`config.mk`:
```
export PLATFORM = sky130hd
export DESIGN_NAME = dmem_store_unit
export DESIGN_NICKNAME = d
export VERILOG_FILES = /design/src/rtl/dmem_store_unit_pkg.sv /design/src/rtl/dmem_store_unit_st_merge.sv /design/src/rtl/dmem_store_unit.sv
export SDC_FILE = /design/constraint.sdc
export NUM_CORES = 1
export LEC_CHECK = 0
export ABC_AREA = 0
export BUFFER_PORTS_ARGS = -buffer_cell sky130_fd_sc_hd__buf_4
export CAP_MARGIN = 10
export CORE_ASPECT_RATIO = 1.25
export CORE_UTILIZATION = 47
export CTS_CLUSTER_DIAMETER = 80
export CTS_CLUSTER_SIZE = 12
export DETAILED_ROUTE_END_ITERATION = 10
export PLACE_DENSITY = 0.75
export SYNTH_ARGS = -nofsm -noshare
export SYNTH_HDL_FRONTEND = slang
export SYNTH_SLANG_ARGS = --single-unit
```
`constraint.sdc`:
```
create_clock -name clk -period 2.2 [get_ports clk]
set_input_delay 0.33 -clock clk [delete_from_list [all_inputs] [get_ports clk]]
set_output_delay 0.33 -clock clk [all_outputs]
set_load 0.01 [all_outputs]
```
`src/rtl/dmem_store_unit_pkg.sv`:
```
// ============================================================================
// dmem_store_unit_pkg
// Shared store-select codes, FSM state encoding and request legality check
// for the data-memory store path.
// Revision: 1.0 - initial release
// ============================================================================
`default_nettype none
`timescale 1ns/1ps

package dmem_store_unit_pkg;

  // Store width select as produced by the store decoder
  localparam logic [1:0] ST_SW  = 2'b00;
  localparam logic [1:0] ST_SH  = 2'b01;
  localparam logic [1:0] ST_SB  = 2'b10;
  localparam logic [1:0] ST_RSV = 2'b11;

  // Store FSM states, 3-bit encoding
  typedef enum logic [2:0] {
    S_IDLE  = 3'd0,
    S_RD    = 3'd1,
    S_MERGE = 3'd2,
    S_WR    = 3'd3,
    S_ERR   = 3'd4
  } state_t;

  // A request is illegal when it is misaligned for its width or uses the
  // reserved select code; such requests never touch memory.
  function automatic logic req_is_bad(input logic [1:0] sel, input logic [1:0] lo);
    logic bad;
    case (sel)
      ST_SW:   bad = (lo != 2'b00);
      ST_SH:   bad = lo[0];
      ST_SB:   bad = 1'b0;
      default: bad = 1'b1;
    endcase
    return bad;
  endfunction

endpackage

`default_nettype wire

```
`src/rtl/dmem_store_unit_st_merge.sv`:
```
// ============================================================================
// dmem_store_unit_st_merge
// Combinational lane merge: replaces the addressed halfword or byte of an
// existing memory word with new store data, leaving other bytes untouched.
// Revision: 1.0 - initial release
// ============================================================================
`default_nettype none
`timescale 1ns/1ps

module dmem_store_unit_st_merge
  import dmem_store_unit_pkg::*;
(
  input  logic [31:0] old_word,
  input  logic [31:0] new_data,
  input  logic [1:0]  st_sel,
  input  logic [1:0]  byte_off,
  output logic [31:0] merged
);

  // Start from the old word and overwrite only the lane being stored
  always_comb begin
    merged = old_word;
    case (st_sel)
      ST_SH: begin
        if (byte_off[1]) merged[31:16] = new_data[15:0];
        else             merged[15:0]  = new_data[15:0];
      end
      ST_SB: begin
        case (byte_off)
          2'd0:    merged[7:0]   = new_data[7:0];
          2'd1:    merged[15:8]  = new_data[7:0];
          2'd2:    merged[23:16] = new_data[7:0];
          default: merged[31:24] = new_data[7:0];
        endcase
      end
      default: merged = new_data;  // full-word store replaces everything
    endcase
  end

endmodule

`default_nettype wire

```
`src/rtl/dmem_store_unit.sv`:
```
// ============================================================================
// dmem_store_unit
// Store-path engine for a word-only DMEM without byte enables. SW writes
// directly; SH/SB perform read-modify-write. Misaligned or reserved requests
// pulse err and never access memory.
// Revision: 1.0 - initial release
// ============================================================================
`default_nettype none
`timescale 1ns/1ps

module dmem_store_unit
  import dmem_store_unit_pkg::*;
#(
  parameter int MEM_AW = 14
) (
  input  logic              clk,
  input  logic              rst_n,
  input  logic              req_valid,
  output logic              req_ready,
  input  logic [1:0]        st_sel,
  input  logic [31:0]       addr,
  input  logic [31:0]       wdata,
  output logic [MEM_AW-1:0] mem_addr,
  output logic              mem_re,
  input  logic [31:0]       mem_rdata,
  output logic              mem_we,
  output logic [31:0]       mem_wdata,
  output logic              done,
  output logic              err
);

  state_t              state;
  state_t              state_next;
  logic [1:0]          sel_q;
  logic [MEM_AW+1:0]   addr_q;
  logic [31:0]         wdata_q;
  logic [31:0]         merge_q;
  logic [31:0]         merged;
  logic                accept;

  // Address bits above the DMEM range do not select anything
  logic unused_addr_hi;
  assign unused_addr_hi = ^addr[31:MEM_AW+2];

  assign accept    = req_valid && req_ready;
  assign req_ready = rst_n && (state == S_IDLE);
  assign mem_addr  = addr_q[MEM_AW+1:2];

  dmem_store_unit_st_merge u_merge (
    .old_word (mem_rdata),
    .new_data (wdata_q),
    .st_sel   (sel_q),
    .byte_off (addr_q[1:0]),
    .merged   (merged)
  );

  // State register; reset abandons any in-flight store
  always_ff @(posedge clk) begin
    if (!rst_n) state <= S_IDLE;
    else        state <= state_next;
  end

  // Capture the request on transfer so later cycles are independent of req_*
  always_ff @(posedge clk) begin
    if (!rst_n) begin
      sel_q   <= ST_SW;
      addr_q  <= '0;
      wdata_q <= '0;
    end else if (accept) begin
      sel_q   <= st_sel;
      addr_q  <= addr[MEM_AW+1:0];
      wdata_q <= wdata;
    end
  end

  // Merge register holds the read word with the new lane substituted
  always_ff @(posedge clk) begin
    if (!rst_n)                 merge_q <= '0;
    else if (state == S_MERGE)  merge_q <= merged;
  end

  // Next-state selection
  always_comb begin
    state_next = state;
    case (state)
      S_IDLE: begin
        if (accept) begin
          if (req_is_bad(st_sel, addr[1:0])) state_next = S_ERR;
          else if (st_sel == ST_SW)          state_next = S_WR;
          else                               state_next = S_RD;
        end
      end
      S_RD:    state_next = S_MERGE;
      S_MERGE: state_next = S_WR;
      S_WR:    state_next = S_IDLE;
      S_ERR:   state_next = S_IDLE;
      default: state_next = S_IDLE;
    endcase
  end

  // Strobes decoded purely from registered state and latched request
  always_comb begin
    mem_re    = (state == S_RD);
    mem_we    = (state == S_WR);
    done      = (state == S_WR);
    err       = (state == S_ERR);
    mem_wdata = (sel_q == ST_SW) ? wdata_q : merge_q;
  end

endmodule

`default_nettype wire

```
Yosys cells after proc, flatten, opt, wreduce, memory -nomap -nowiden
Cells that the tools add are included.
{"block": "totals", "ff_bits": 85, "input_bits": 101, "output_inout_bits": 51, "wordCells": 39}
{"block": "op_classes", "n_eq_ne": 11, "mux": 15, "n_reduce_logical": 8}
{"op": "$pmux 32 s2", "n": 1}
{"op": "$mux 16", "n": 2}
{"op": "$mux 32", "n": 1}
{"op": "$mux 8", "n": 4}
{"op": "$pmux 3 s3", "n": 1}
{"op": "$eq 2x1->1 const B", "n": 3}
{"op": "$eq 2x2->1 const B", "n": 3}
{"op": "$eq 3x2->1 const B", "n": 2}
{"op": "$logic_not 2->1", "n": 3}
{"op": "$mux 3", "n": 2}
{"op": "$eq 3x1->1 const B", "n": 1}
{"op": "$eq 3x3->1 const B", "n": 1}
{"op": "$logic_not 3->1", "n": 1}
{"op": "$pmux 1 s3", "n": 1}
{"op": "$reduce_or 3->1", "n": 1}
{"op": "$logic_and 1x1->1", "n": 2}
{"op": "$mux 1", "n": 2}
{"op": "$mux 2", "n": 1}
{"op": "$ne 2x2->1 const B", "n": 1}
{"op": "$reduce_bool 2->1", "n": 1}

Depth between registers and ports, before layout
{"block": "depth", "ltp_word": 8, "depth_mapped": 8, "ltp_nobuf": 6}

Modules after synthesis
A second synthesis with hierarchy kept.
{"block": "hier_totals", "hier_cells": 462, "hier_area_um2": 4440.5}
{"module": "dmem_store_unit", "instances": 1, "cells_per_inst": 329, "area_each_um2": 3428.3, "seq_area_each_um2": 1701.6}
{"module": "dmem_store_unit_st_merge", "instances": 1, "cells_per_inst": 133, "area_each_um2": 1012.2, "seq_area_each_um2": 0.0}

Worst setup path before layout
OpenSTA, ideal clock, no wires.
{"block": "synth_timing", "path_type": "register to output", "start": "register sel_q[0]", "end": "output mem_wdata[10]", "arrival_ns": 1.431, "required_time_ns": 1.870, "slack_ns": 0.439, "stages_incl_launch_ff": 6, "n_path_buf": 2, "path_cell_list": "dfxtp_1 inv_1 ha_1 clkbuf_1 buf_1 mux2_2"}
{"block": "synth_via", "elab_chain_cells": 2}
{"item": "start, declared", "line": "dmem_store_unit.sv:34", "rtl": "logic [1:0] sel_q;"}
{"item": "start signal, assigned", "line": "dmem_store_unit.sv:70", "rtl": "sel_q <= st_sel;"}
{"item": "$logic_not 2->1", "line": "dmem_store_unit.sv:107", "rtl": "mem_wdata = (sel_q == ST_SW) ? wdata_q : merge_q;"}
{"item": "$mux 32", "line": "dmem_store_unit.sv:107"}
{"item": "end, declared", "line": "dmem_store_unit.sv:27", "rtl": "output logic [31:0] mem_wdata,"}
No other way between the ends.

Worst setup path after layout
{"block": "layout_timing", "start": "register sel_q[0]", "end": "output mem_wdata[15]"}
Same word-level chain as after synthesis.

==> results.sh <==
export IMPL_antenna_left=0
export IMPL_nNetsFinal=765
export IMPL_grt_usage_pct=26.2
export IMPL_ir_drop_mv=0.488
export IMPL_cts_setup_buffers=0
export IMPL_drtIter0Drc=374
export IMPL_die_area_um2=10000
export IMPL_diodes=0
export IMPL_run_status="finished, final reports clean"
export IMPL_hold_path_class="input port to flop"
export IMPL_maxCapViolations=0
export IMPL_netlist_area_um2=4520
export IMPL_pre_cts_slack_ps=355
export IMPL_antenna_found_initial=0
export IMPL_syn_inst=562
export IMPL_power_density_nw_per_um2=757
export IMPL_num_vias=4370
export IMPL_synth_distinct_cells=29
export IMPL_dr_pass1_iters=5
export IMPL_cts_htree_levels=3
export IMPL_routed_via_density=5.54
export IMPL_rsz0062_at_grt="false"
export IMPL_fp_dieW_um=89.7
export IMPL_synth_ff_type="dfxtp_1"
export IMPL_fmax_mhz=473
export IMPL_grt_first_pass_wirelength_um=20300
export IMPL_criticalPathCategory="flop to primary output"
export IMPL_period_share_pct=96.2
export IMPL_area_delta_synth_final_pct=29.0
export IMPL_postCtsResizedCells=0
export IMPL_reg2reg_slack_ps=400
export IMPL_ys_warn_count=0
export IMPL_port_buffers=135
export IMPL_clk_latency_ps=350
export IMPL_r2r_end="wdata_q[4]"
export IMPL_skew_ps=5.78
export IMPL_avgSynthCellArea_um2=8.03
export IMPL_required_ps=1870
export IMPL_core_area_um2=9220
export IMPL_cts_sinks=85
export IMPL_routedWlPerCell_um=16.0
export IMPL_hp_start="addr[15]"
export IMPL_synth_seq_cells=85
export IMPL_cts_buffers=9
export IMPL_min_to="addr_q[15]"
export IMPL_relSlewSlack_pct=60.0
export IMPL_rr_startpoint="state[2]"
export IMPL_hpwl_um=8880
export IMPL_synthArstFlopShare_pct=0
export IMPL_rows=39
export IMPL_finalSetupViolCount=0
export IMPL_path_clk_slew_ps=60
export IMPL_cp_max_fo=20
export IMPL_drive_above_1_share_pct=29.9
export IMPL_gp_congestion=0.931
export IMPL_synth_edf_count=0
export IMPL_synth_net_count=666
export IMPL_drc=0
export IMPL_grt_pass1_vias=4208
export IMPL_start_util_pct=49.0
export IMPL_die_height_um=112
export IMPL_hold_viol=0
export IMPL_cp_end_kind="primary output"
export IMPL_arrival_ps=1790
export IMPL_leakage_nw=2.45
export IMPL_cts_tree="yes"
export IMPL_io_pins=152
export IMPL_cts_root_buffer="clkbuf_16"
export IMPL_cts_buffer_depth=2
export IMPL_grt_max_degree=64
export IMPL_routed_wl_um=12600
export IMPL_start_kind="flop"
export IMPL_overflow=0
export IMPL_finalCriticalPeriod_ps=2120
export IMPL_whs_path_depth=3
export IMPL_worstMarginPinSlew_ps=600
export IMPL_crit_start="sel_q[0]"
export IMPL_ys_seq_area_share_pct=37.7
export IMPL_worst_slack_ps=84.4
export IMPL_r2r_cells=5
export IMPL_cts_hold_buf=0
export IMPL_slew_violations=0
export IMPL_setup_tns_ps=0
==> stage by stage <==
stage,utilization (%),power [mW],area [µm²],hold slack (ps),std cells
floorplan,-,2.40,4520,429,562
global placement,59.6,2.76,5500,436,773
detailed placement,59.6,2.79,5500,441,773
CTS,63.1,4.41,5820,180,789
global route,63.1,4.58,5820,186,789
finish,63.1,4.41,5820,181,789
==> final cells by class <==
cell class,instances,area (µm²)
fill,806,3400
multi-input combinational,411,2480
inverter,4,15.0
tap,123,154
clock inverter,7,97.6
clock buffer,9,225
sequential,85,1700
timing repair buffer,150,1150
==> report_power, final <==
group	leakage (nW)	total, mW	switching [mW]	internal, mW
registers	0.695	1.77	0.113	1.66
clock network	0.152	1.64	0.642	0.998
logic	1.60	0.991	0.517	0.474
total	2.45	4.41	1.27	3.13
==> state kept, by name, indices dropped and copies added, names as in the netlist <==
register and count:
sel_q 2, state 3, wdata_q 32, addr_q 16, merge_q 32
==> cells by family (layout without fill, tap and decap cells) <==
kind of cell	after synthesis	after routing	synth area share (%)
and+or+nand+nor	177	177	15.6
buffers and inverters	66	170	7.54
adders and majority gates	3	3	0.831
muxes	80	80	18.6
DFF	85	85	37.7
AOI/OAI and AO/OA	151	151	19.7
==> per-layer routing <==
layer	part of all wire, %	global-route usage (%)	wire, µm
met4	2.7	11.9	335
met5	0	0	0
met2	49	41.9	6150
met3	6.1	6.38	776
met1	43	32.7	5370
==> cell usage after synthesis (all sizes together) (4+ instances only) <==
| master | n | area share [%] |
|---|---|---|
| nand2 | 158 | 13 |
| dfxtp | 85 | 38 |
| o21ai | 81 | 9.0 |
| mux2i | 48 | 11 |
| buf | 34 | 4.8 |
| a21oi | 33 | 3.7 |
| mux2 | 32 | 8.0 |
| clkbuf | 28 | 2.4 |
| o221ai | 24 | 4.7 |
| a32oi | 8 | 1.6 |
| nor2 | 5 | 0.42 |
| nand2b | 4 | 0.55 |
==> how the worst max path moves through the flow <==
stage | slack [ps] | endpoint
2_1_floorplan | 440 | mem_wdata[10]
4_1_cts | 90 | mem_wdata[15]
3_5_place_dp | 350 | state[1]
3_3_place_gp | 450 | state[1]
5_1_grt | 10 | mem_wdata[1]
6_report | 80 | mem_wdata[15]
==> critical path, stage by stage (launching register included) <==
cell and delay [ps]:
dfxtp_1 320, inv_1 100, ha_1 180, buf_4 300, mux2_2 390, buf_4 150
==> cells in the final DEF (no fill, tap or decap), types with 2 or more instances in the layout <==
master / count
nor3b_1: 2
mux2_2: 32
nor2_1: 5
a21oi_1: 33
ha_1: 3
clkbuf_16: 9
clkinvlp_4: 2
mux2i_1: 48
o221ai_1: 24
buf_4: 148
a32oi_1: 8
inv_1: 3
o21ai_0: 32
dfxtp_1: 85
o31ai_1: 3
nand2_1: 158
nand2b_1: 4
nand3_1: 2
bufinv_16: 2
o21ai_1: 49
buf_12: 2
Note: power is estimated with default switching activity, not from simulation.
